<file path="src/rtl/button_shaper_pkg.sv">
// Shared FSM encoding and default timing for the multi-channel button shaper.
package button_shaper_pkg;

    localparam logic [1:0] S_IDLE   = 2'd0;
    localparam logic [1:0] S_PRESS  = 2'd1;
    localparam logic [1:0] S_HOLD   = 2'd2;
    localparam logic [1:0] S_REPEAT = 2'd3;

    localparam int DEF_N_BTN        = 4;
    localparam int DEF_DEBOUNCE_CYC = 4;
    localparam int DEF_REPEAT_DLY   = 16;
    localparam int DEF_REPEAT_PER   = 4;
    localparam int DEF_CNT_W        = 8;

endpackage

</file>
<file path="src/rtl/button_shaper_chan.sv">
// One button channel: 2-flop synchroniser, debouncer, press/auto-repeat FSM.
module button_shaper_chan
    import button_shaper_pkg::*;
#(
    parameter int DEBOUNCE_CYC = DEF_DEBOUNCE_CYC,
    parameter int REPEAT_DLY   = DEF_REPEAT_DLY,
    parameter int REPEAT_PER   = DEF_REPEAT_PER,
    parameter int CNT_W        = DEF_CNT_W
) (
    input  logic clk,
    input  logic rst_n,
    input  logic button,
    input  logic repeat_en,
    output logic pulse,
    output logic held
);

    localparam logic [CNT_W-1:0] DEB_LAST = CNT_W'(DEBOUNCE_CYC - 1);
    localparam logic [CNT_W-1:0] DLY_LAST = CNT_W'(REPEAT_DLY - 1);
    localparam logic [CNT_W-1:0] PER_LAST = CNT_W'(REPEAT_PER - 1);

    logic             s1;
    logic             s2;
    logic             deb;
    logic [CNT_W-1:0] dcnt;
    logic [CNT_W-1:0] rcnt;
    logic [1:0]       state;
    logic             deb_fall;

    function automatic logic [CNT_W-1:0] sat_inc(input logic [CNT_W-1:0] v);
        return (v == '1) ? v : v + 1'b1;
    endfunction

    always_ff @(posedge clk or negedge rst_n) begin
        if (!rst_n) begin
            s1 <= 1'b0;
            s2 <= 1'b0;
        end else begin
            s1 <= button;
            s2 <= s1;
        end
    end

    always_ff @(posedge clk or negedge rst_n) begin
        if (!rst_n) begin
            deb  <= 1'b0;
            dcnt <= '0;
        end else if (s2 == deb) begin
            dcnt <= '0;
        end else if (dcnt == DEB_LAST) begin
            deb  <= s2;
            dcnt <= '0;
        end else begin
            dcnt <= dcnt + 1'b1;
        end
    end

    // A release accepted this cycle overrides any repeat falling due on the same edge.
    always_comb deb_fall = deb && !s2 && (dcnt == DEB_LAST);

    always_ff @(posedge clk or negedge rst_n) begin
        if (!rst_n) begin
            state <= S_IDLE;
            rcnt  <= '0;
            pulse <= 1'b0;
        end else begin
            pulse <= 1'b0;
            if (!deb || deb_fall) begin
                state <= S_IDLE;
                rcnt  <= '0;
            end else begin
                case (state)
                    S_IDLE: begin
                        state <= S_PRESS;
                        pulse <= 1'b1;
                    end
                    S_PRESS: begin
                        state <= S_HOLD;
                        rcnt  <= CNT_W'(1);
                    end
                    S_HOLD: begin
                        if (repeat_en) begin
                            if (rcnt == DLY_LAST) begin
                                state <= S_REPEAT;
                                rcnt  <= '0;
                                pulse <= 1'b1;
                            end else begin
                                rcnt <= sat_inc(rcnt);
                            end
                        end
                    end
                    S_REPEAT: begin
                        if (!repeat_en) begin
                            state <= S_HOLD;
                        end else if (rcnt == PER_LAST) begin
                            rcnt  <= '0;
                            pulse <= 1'b1;
                        end else begin
                            rcnt <= sat_inc(rcnt);
                        end
                    end
                    default: begin
                        state <= S_IDLE;
                        rcnt  <= '0;
                    end
                endcase
            end
        end
    end

    assign held = deb;

endmodule

</file>
<file path="src/rtl/button_shaper_multi.sv">
// N_BTN independent button shaper channels side by side.
module button_shaper_multi
    import button_shaper_pkg::*;
#(
    parameter int N_BTN        = DEF_N_BTN,
    parameter int DEBOUNCE_CYC = DEF_DEBOUNCE_CYC,
    parameter int REPEAT_DLY   = DEF_REPEAT_DLY,
    parameter int REPEAT_PER   = DEF_REPEAT_PER,
    parameter int CNT_W        = DEF_CNT_W
) (
    input  logic             Clk,
    input  logic             Rst,
    input  logic [N_BTN-1:0] buttonInput,
    input  logic [N_BTN-1:0] repeatEn,
    output logic [N_BTN-1:0] buttonOutput,
    output logic [N_BTN-1:0] buttonHeld
);

    for (genvar i = 0; i < N_BTN; i++) begin : g_chan
        button_shaper_chan #(
            .DEBOUNCE_CYC(DEBOUNCE_CYC),
            .REPEAT_DLY  (REPEAT_DLY),
            .REPEAT_PER  (REPEAT_PER),
            .CNT_W       (CNT_W)
        ) u_chan (
            .clk      (Clk),
            .rst_n    (Rst),
            .button   (buttonInput[i]),
            .repeat_en(repeatEn[i]),
            .pulse    (buttonOutput[i]),
            .held     (buttonHeld[i])
        );
    end

endmodule

</file>
<file path="config.mk">
export PLATFORM = sky130hd
export DESIGN_NAME = button_shaper_multi
export DESIGN_NICKNAME = d
export VERILOG_FILES = /design/src/rtl/button_shaper_pkg.sv /design/src/rtl/button_shaper_chan.sv /design/src/rtl/button_shaper_multi.sv
export SDC_FILE = /design/constraint.sdc
export NUM_CORES = 1
export LEC_CHECK = 0
export CORE_MARGIN = 2
export CORE_UTILIZATION = 55
export DETAILED_ROUTE_END_ITERATION = 8
export HOLD_SLACK_MARGIN = 0.08
export PLACE_DENSITY = 0.73
export SLEW_MARGIN = 30
export SYNTH_ARGS = -nofsm -noshare
export SYNTH_HDL_FRONTEND = slang
export SYNTH_HIERARCHICAL = 1
export SYNTH_SLANG_ARGS = --single-unit
export TNS_END_PERCENT = 1
</file>
<file path="constraint.sdc">
create_clock -name Clk -period 3.7 [get_ports Clk]
set_input_delay 0.37 -clock Clk [delete_from_list [all_inputs] [get_ports Clk]]
set_output_delay 0.37 -clock Clk [all_outputs]
set_load 0.01 [all_outputs]
</file>
# == After elaboration in Yosys (flattened, before gate mapping) ==
# Index checks and enable logic that the tools add are counted.
# op_classes
n_addsub,8
n_eq_ne,48
muxes,80
n_bitwise,4
reduce_logical,40
# ops
cell,count
8-bit two-way mux,32
8-bit case mux with 3 select lines,4
8-bit by 1-bit adder with 8-bit output (second input constant),8
8-bit by 2-bit equality test with 1-bit output (second input constant),8
3-bit by 2-bit != test with 1-bit output (second input constant),12
8-bit by 4-bit equality test with 1-bit output (second input constant),4
8-bit equality test (second input constant),4
2-bit two-way mux,16
2-bit case mux with 4 select lines,4
3-bit AND reduction,8
1-bit two-way mux,20
2-bit equality test (second input constant),8
4-bit nonzero test,4
3-bit by 1-bit != test with 1-bit output (second input constant),4
1-bit case mux with 3 select lines,4
2-bit by 1-bit equality test with 1-bit output (second input constant),4
1-bit logical AND,8
1-bit logical NOT,8
2-bit logical NOT,4
2-bit AND reduction,4
1-bit equality test,4
1-bit logical OR,4
1-bit inverter,4
# totals
reg_bits,88
in_bits,10

# == Logic depth before layout (Yosys ltp) ==
# Gate-level depths: netlist of run 1.
# depth
depth_word,6
ltp_mapped,6
depth_no_buf,6

# == Hierarchy ==
# The synthesis of run 1 kept the hierarchy.
# by_module_without_submodules
module,n_inst,cells_each,area_per_inst_um2,seq_area_each_um2
button_shaper_chan (g_chan[0].u_chan ...),3,132,1255.0,550.5
button_shaper_chan (g_chan[3].u_chan),1,128,1217.4,550.5

# == Worst setup path after synthesis of run 1 ==
# Ideal clock, no wire load.
# synth_path
path_type,register -> register
start,reg g_chan[0].u_chan.dcnt[6]
end,reg g_chan[0].u_chan.dcnt[2]
setup_time_ns,0.119
t_arrival_ns,1.869
slack_ns,1.713
path_stages_with_launch,6
n_path_buf,1
cell_sequence,dfrtp_1 or4_4 or4b_2 nand2b_1 buf_4 nor2_1
# synth_via
elab_chain_cells,3
# synth_lines
element,line_no,text
start: declaration,button_shaper_chan.sv:25,logic [CNT_W-1:0] dcnt;
start signal: assignment,button_shaper_chan.sv:54,dcnt <= dcnt + 1'b1;
8-bit by 2-bit equality test with 1-bit output,button_shaper_chan.sv:50,end else if (dcnt == DEB_LAST) begin
8-bit two-way mux,button_shaper_chan.sv:50,
8-bit two-way mux,button_shaper_chan.sv:48,end else if (s2 == deb) begin
# No other way between the ends.
# A chain may end at the register's enable or synchronous reset.

# == Final worst setup path of run 1 ==
# layout_path
start,reg g_chan[0].u_chan.rcnt[4]
end,reg g_chan[0].u_chan.rcnt[4]
# layout_via
elab_chain_cells,6
# layout_lines
element,line_no,text
start: declaration,button_shaper_chan.sv:26,logic [CNT_W-1:0] rcnt;
start signal: assignment,button_shaper_chan.sv:88,rcnt <= sat_inc(rcnt);
start signal: assignment,button_shaper_chan.sv:99,rcnt <= sat_inc(rcnt);
8-bit by 1-bit adder with 8-bit output or 8-bit equality test (tied branches),button_shaper_chan.sv:31,return (v == '1) ? v : v + 1'b1;
8-bit two-way mux,button_shaper_chan.sv:31,
8-bit two-way mux (on tied branches),"button_shaper_chan.sv:95, button_shaper_chan.sv:83",
8-bit two-way mux (on tied branches),"button_shaper_chan.sv:93, button_shaper_chan.sv:82",
8-bit case mux with 3 select lines (*),button_shaper_chan.sv:72,case (state)
8-bit two-way mux (*),button_shaper_chan.sv:68,if (!deb || deb_fall) begin
# Mark *: on every way between the ends. The rest lies on a longest branch, timed or not. The select of a mux whose other input is x is not followed.

==> results of run 1 <==
[sequential cells by signal, indices dropped and copies added (netlist names)]
name,flops
g_chan.u_chan/s2,4
g_chan.u_chan/held,4
g_chan.u_chan/pulse,4
g_chan.u_chan/s1,4
g_chan.u_chan/dcnt,32
g_chan.u_chan/state,8
g_chan.u_chan/rcnt,32
[area by class of cell]
cell class | instances | area, µm² | area share, %
repair buffers | 18 | 175 | 3.24
well taps | 108 | 135 | 2.50
clock inverters | 4 | 75.1 | 1.39
flip-flops and latches | 88 | 2200 | 40.7
multi-input cells | 392 | 2550 | 47.3
clock buffers | 12 | 165 | 3.06
inverters | 26 | 97.6 | 1.81
[metal layers]
layer  up-vias  track usage, %  part of all wire, %
li1       1976               -                    -
met3        11            3.30                  3.6
met5         -               0                    0
met4         0            7.59                  1.4
met2        87            33.9                   49
met1      1928            28.9                   46
[worst max-delay path by stage]
stage                             start                        to  slack [ps]  cells after the start
6_report       g_chan[0].u_chan/rcnt[4]  g_chan[0].u_chan/rcnt[4]        1470                      4
5_1_grt        g_chan[0].u_chan/rcnt[4]  g_chan[0].u_chan/rcnt[4]        1280                      4
4_1_cts        g_chan[0].u_chan/rcnt[4]  g_chan[0].u_chan/rcnt[4]        1500                      4
3_5_place_dp   g_chan[0].u_chan/rcnt[4]  g_chan[0].u_chan/rcnt[4]        1520                      4
3_3_place_gp   g_chan[0].u_chan/dcnt[6]  g_chan[0].u_chan/dcnt[5]        1600                      4
2_1_floorplan  g_chan[0].u_chan/dcnt[6]  g_chan[0].u_chan/dcnt[2]        1710                      5
[cells in the final DEF (no fill, tap or decap), types with 16 or more instances in the layout]
cell and count:
nand4_1 17, xnor2_1 20, a21oi_1 36, nor2_1 62
o31ai_1 21, nand2_1 23, dfrtp_1 88, o21ai_0 25
nand3_1 36, inv_1 26, clkdlybuf4s50_1 16
[power breakdown]
part | internal, µW | switching, µW
logic | 351 | 512
registers | 1100 | 174
clock network | 436 | 329
total | 1890 | 1010
[worst reg2reg max path: stages (launching register included)]
cell,delay [ps]
dfrtp_1,460
nor4_1,760
a41oi_1,230
o211ai_1,480
o22ai_1,160
[kinds of logic after synthesis]
group | after synthesis | synth area share [%]
DFF | 88 | 44.2
xor gates and xnor gates | 28 | 4.92
muxes | 4 | 0.804
AOI/OAI and AO/OA | 134 | 18.5
adders and majority gates | 12 | 3.01
buffers and inverters | 44 | 4.52
and+or+nand+nor | 214 | 24.1
[metrics by stage]
stage                     instances  util, %  worst slack (ps)  power [µW]  hold slack (ps)
after global placement          632     58.9              1600        2130              333
after CTS                       648     61.7              1500        2940              140
after detailed placement        632     58.9              1520        2160              336
final                           648     61.7              1470        2900              114
after global routing            648     61.7              1280        3130              181
after floorplan                 524        -              1710        1930             74.4
==> summary.txt, run 1 <==
H-tree depth -> 3
CP Launch Type -> register
slowest stage cell on the critical path -> nor4_1
Ports -> 18
CTS Hold Bufs -> 0
Synthesized Nets -> 546
largest net degree at the start of global routing -> 67
status -> finished, final reports clean
number of global-route vias before repair -> 3830
first-pass GRT wire length -> 17.3 mm
Vias/cell -> 6.18
Ys Warns -> 6
fraction of registers with async set/reset -> 100%
Avg Cell Area, Syn -> 9.51 µm²
Num Clock Sinks -> 88
initial drt markers -> 165
die height -> 99.2 µm
reg2reg path depth -> 4
Mapped Area -> 4980 µm²
clock buffer depth -> 2
Starting Density -> 56.9%
CP required -> 3910 ps
Achievable Freq -> 449 MHz
CP cell instances -> nor4_1 -> a41oi_1 -> o211ai_1 -> o22ai_1
vias -> 4002
most frequent cell after synthesis -> dfrtp_1
clock transition at the registers of the reported paths -> 80 ps
share of the synthesized area in the top cell type -> 44.2%
maximum capacitance violations -> 0
RSZ-0062 raised after global routing -> no
fill count -> 748
Die Area -> 9840 µm²
FP Rows -> 34
Synth area leaders -> dfrtp_1, nor2_1, a21oi_1, nand3_1, xnor2_1
#FFs+latches synth -> 88
max_slew headroom -> 43.2%
Fin Setup TNS -> 0 ps
post-CTS setup buffer count -> 0
PostCTS Resize Cnt -> 0
wire length per cell -> 14.7 µm
worst hold path type -> in -> async
Setup crit end kind -> register
DP Wirelength -> 6.62 mm
final worst-path cycle share -> 60.2%
first drt pass iteration count -> 7
Top delay family on crit path -> compound AO/OA/AOI/OAI gates
Lkg Pwr -> 0.00212 µW
Slew Viols, Final -> 0
Critical Path AT -> 2440 ps
clk_skew -> 6.99 ps
Peak VDD IR -> 0.312 mV
Synth area leader -> dfrtp_1
sequential area share after synthesis -> 44.2%
EDFF count, synth -> 0
final WL -> 9.53 mm
port bufs -> 17
share of cells above drive strength 1 -> 8.15%
overflow left after global routing -> 0
initial antenna violation count -> 0
Main synth FF type -> dfrtp_1
clk root buf -> clkbuf_8
final setup fails -> 0
Final GP Congestion -> 0.853
reg-to-reg endpoint -> g_chan[0].u_chan/rcnt[4]
# DRC -> 0
placed inst area -> 5160 µm²
PwrDens -> 537 nW/µm²
synth unique cells -> 51
design area -> 5410 µm²
fin nets -> 557
measured slew at the worst slew-check pin -> 845 ps
gr usage total -> 21.0%
CTS Buf Count -> 9
final hold vios -> 0
total core area -> 8760 µm²
r2r startpoint -> g_chan[0].u_chan/rcnt[4]
r2r setup slk -> 1470 ps
CTS tree -> done
Routed Antenna Nets -> 0
diode count -> 0
Post-synth top cells -> dfrtp_1, nor2_1, a21oi_1, nand3_1, inv_1
Crit Path Category -> reg -> reg
width of the die -> 99.2 µm
area added between synthesis and finish -> 8.49%
clk_lat worst skew -> 350 ps
Post-Synthesis Cells -> 524
WP buf/inv -> 0
Crit path largest cell delay -> 760 ps
Final min period -> 2230 ps
CP max FO -> 8
Power figures use the tool's default switching activity.
==> inputs of run 2 (changes only) <==
--- a/config.mk
+++ b/config.mk
@@ -9,7 +9,7 @@
 export CORE_UTILIZATION = 55
 export DETAILED_ROUTE_END_ITERATION = 8
 export HOLD_SLACK_MARGIN = 0.08
-export PLACE_DENSITY = 0.73
+export PLACE_DENSITY = 0.76
 export SLEW_MARGIN = 30
 export SYNTH_ARGS = -nofsm -noshare
 export SYNTH_HDL_FRONTEND = slang
==> constraint.sdc (replaced) <==
create_clock -name Clk -period 1.9 [get_ports Clk]
set_input_delay 0.19 -clock Clk [delete_from_list [all_inputs] [get_ports Clk]]
set_output_delay 0.19 -clock Clk [all_outputs]
set_load 0.01 [all_outputs]
==> run 2 against run 1 <==
  * The run now ends with negative setup slack left
  * Cell area rose by 7.4%
  * Register-to-register slack got worse by 1500 ps
  * Sequential share of layout area fell by 2.8 points
  * Critical endpoint is now g_chan[0].u_chan/rcnt[3]
  * Worst setup slack got worse by 1500 ps
  * Critical path type unchanged
==> summary.txt, run 2 (synthesis results as in run 1) <==
status -> complete, but fails checks
failing checks -> negative setup slack
Crit Path Category -> reg -> reg
Critical Path AT -> 2220 ps (-220 ps)
total core area -> 8760 µm² (unchanged)
FF+latch area -> 2200 µm² (unchanged)
Top delay family on crit path -> simple AND/OR/NAND/NOR gates
RSZ-0062 raised after global routing -> yes
Slew Viols, Final -> 0 (unchanged)
area added between synthesis and finish -> 16.5%
fin util -> 66.3% (+4.6 points)
largest net degree at the start of global routing -> 52 (-22%)
CTS Buf Count -> 9 (unchanged)
Die Area -> 9840 µm² (unchanged)
# DRC -> 0 (unchanged)
fin nets -> 613 (+10%)
Final min period -> 1940 ps (-284 ps)
DP Wirelength -> 7.30 mm (+10%)
slowest stage cell on the critical path -> or4_4
commonest non-fill, non-tap cell in the layout -> dfrtp_1
final setup fails -> 1 (+1)
die height -> 99.2 µm (unchanged)
vias -> 4241 (+6.0%)
number of global-route vias before repair -> 3973 (+3.7%)
WP buf/inv -> 0 (unchanged)
CP max FO -> 6 (-2)
gr usage total -> 21.5% (+0.53 points)
overflow left after global routing -> 0 (unchanged)
CP required -> 2180 ps (-1730 ps)
FP Rows -> 34 (unchanged)
initial antenna violation count -> 0 (unchanged)
Lkg Pwr -> 0.00239 µW (+13%)
clk_lat worst skew -> 350 ps (about the same)
Multi-input gate area -> 2610 µm² (+2.1%)
diode count -> 0 (unchanged)
worst hold path type -> in -> async
clk_skew -> 7.46 ps (+0.473 ps)
initial drt markers -> 290 (+76%)
Vias/cell -> 6.04 (-2.2%)
Finished Layout Cells -> 702 (+8.3%)
Crit path largest cell delay -> 560 ps (-200 ps)
NetSw -> 2050 µW (+100%)
commonest cells after routing, fill and taps aside -> dfrtp_1, nor2_1, buf_4, nand3_1, a21oi_1
combinational group share of total power -> 39.0% (+9.3 points)
first drt pass iteration count -> 7 (unchanged)
clock buffer depth -> 2 (unchanged)
measured slew at the worst slew-check pin -> 524 ps (-321 ps)
sequential share of power -> 41.8% (-2.2 points)
clk root buf -> clkbuf_8
CTS tree -> done
Net Sw Frac -> 35.9% (+0.95 points)
port bufs -> 17 (unchanged)
final worst-path cycle share -> 102% (+42 points)
Peak VDD IR -> 0.630 mV (+100%)
final WL -> 10.3 mm (+7.7%)
Starting Density -> 56.9% (unchanged)
Setup crit end kind -> register
clock transition at the registers of the reported paths -> 80 ps (about the same)
wire length per cell -> 14.6 µm (-0.62%)
H-tree depth -> 3 (unchanged)
Achievable Freq -> 514 MHz (+15%)
Ports -> 18 (unchanged)
Post-Place Worst Slack -> -193 ps (-1710 ps)
CP Launch Type -> register
Num Clock Sinks -> 88 (unchanged)
first-pass GRT wire length -> 17.5 mm (+1.3%)
PwrDens -> 985 nW/µm² (+83%)
Routed Antenna Nets -> 0 (unchanged)
CP cell instances -> or4_4 -> o211a_4 -> or4_1 -> a21oi_1
Setup WS post-layout -> -43.7 ps (-1520 ps)
biggest regs -> g_chan.u_chan/dcnt (32), g_chan.u_chan/rcnt (32), g_chan.u_chan/state (8)
Final GP Congestion -> 0.881 (+3.3%)
Placed Cells incl. Taps -> 685 (+8.4%)
final hold vios -> 0 (unchanged)
width of the die -> 99.2 µm (unchanged)
Internal -> 3670 µW (+94%)
fill count -> 705 (-5.7%)
Clk pwr share -> 19.2% (-7.1 points)
share of cells above drive strength 1 -> 17.5% (+9.4 points)
maximum capacitance violations -> 0 (unchanged)
max_slew headroom -> 64.9% (+22 points)
==> run 2: cell count changes in the layout (fill, tap and decap cells not counted), sizes merged <==
| cell | change |
|---|---|
| buf | +55 |
| bufinv | -2 |
| clkinvlp | -2 |
| clkbuf | +1 |
| clkinv | +1 |
| dlygate4sd3 | +1 |
==> run 2: cell type report <==
cell class,instances,share of cell area [%]
timing repair buffer,74,10.5
sequential,88,37.9
multi-input combinational,392,44.9
clock inverter,1,0.0862
tap,108,2.33
clock buffer,13,2.56
inverter,26,1.68
==> run 2: power by group through the flow <==
stage          Clock (µW)  Sequential, µW  Combinational, µW
2_1_floorplan           0            2430               1340
3_3_place_gp            0            2410               2060
3_5_place_dp            0            2430               2130
4_1_cts              1130            2390               2170
5_1_grt              1210            2420               2480
6_report             1100            2390               2230
==> run 2: path summary, 6_finish.rpt <==
kind / start / end / slack (ps) / cells after the start
min in group Clk: buttonInput[2] / g_chan[2].u_chan/s1 / 270 / 1
worst max register to register: g_chan[0].u_chan/dcnt[6] / g_chan[0].u_chan/rcnt[3] / -40 / 4
worst max-delay path: g_chan[0].u_chan/dcnt[6] / g_chan[0].u_chan/rcnt[3] / -40 / 4
worst min-delay path: Rst / g_chan[2].u_chan/rcnt[6] / 180 / 2
worst min register to register: g_chan[1].u_chan/s1 / g_chan[1].u_chan/s2 / 350 / 0
max in group asynchronous: Rst / g_chan[1].u_chan/dcnt[1] / 1100 / 3
==> run 2: routing by layer <==
layer	GRT usage, %	share of wire [%]
met1	28.4	47
met2	36.2	49
met3	3.79	3.0
met4	7.27	1.3
met5	0	0
==> run 2: timing repair <==
item / 4_1_cts / 5_1_grt
pin swaps: 15 / 8
setup endpoints to repair: 34 / 29
hold endpoints to repair: 88 / 0
cloned: 0 / 0
hold buffers: 1 / 0
setup buffers: 0 / 2
resized for setup: 8 / 8
==> run 2: stage by stage <==
stage          power, µW  setup TNS (ps)  instance area (µm²)  hold slack [ps]
3_5_place_dp        4550           -3590                 5580             13.3
5_1_grt             6110            -175                 5810              169
6_report            5720           -43.7                 5810              180
3_3_place_gp        4460           -2360                 5580             11.2
2_1_floorplan       3770           -1660                 4990             -106
4_1_cts             5690           -45.2                 5770              169
==> run 2: worst register-to-register path, stage by stage, from the launching register on <==
cell     delay, ps
dfrtp_1        380
or4_4          560
o211a_4        280
or4_1          510
a21oi_1        150
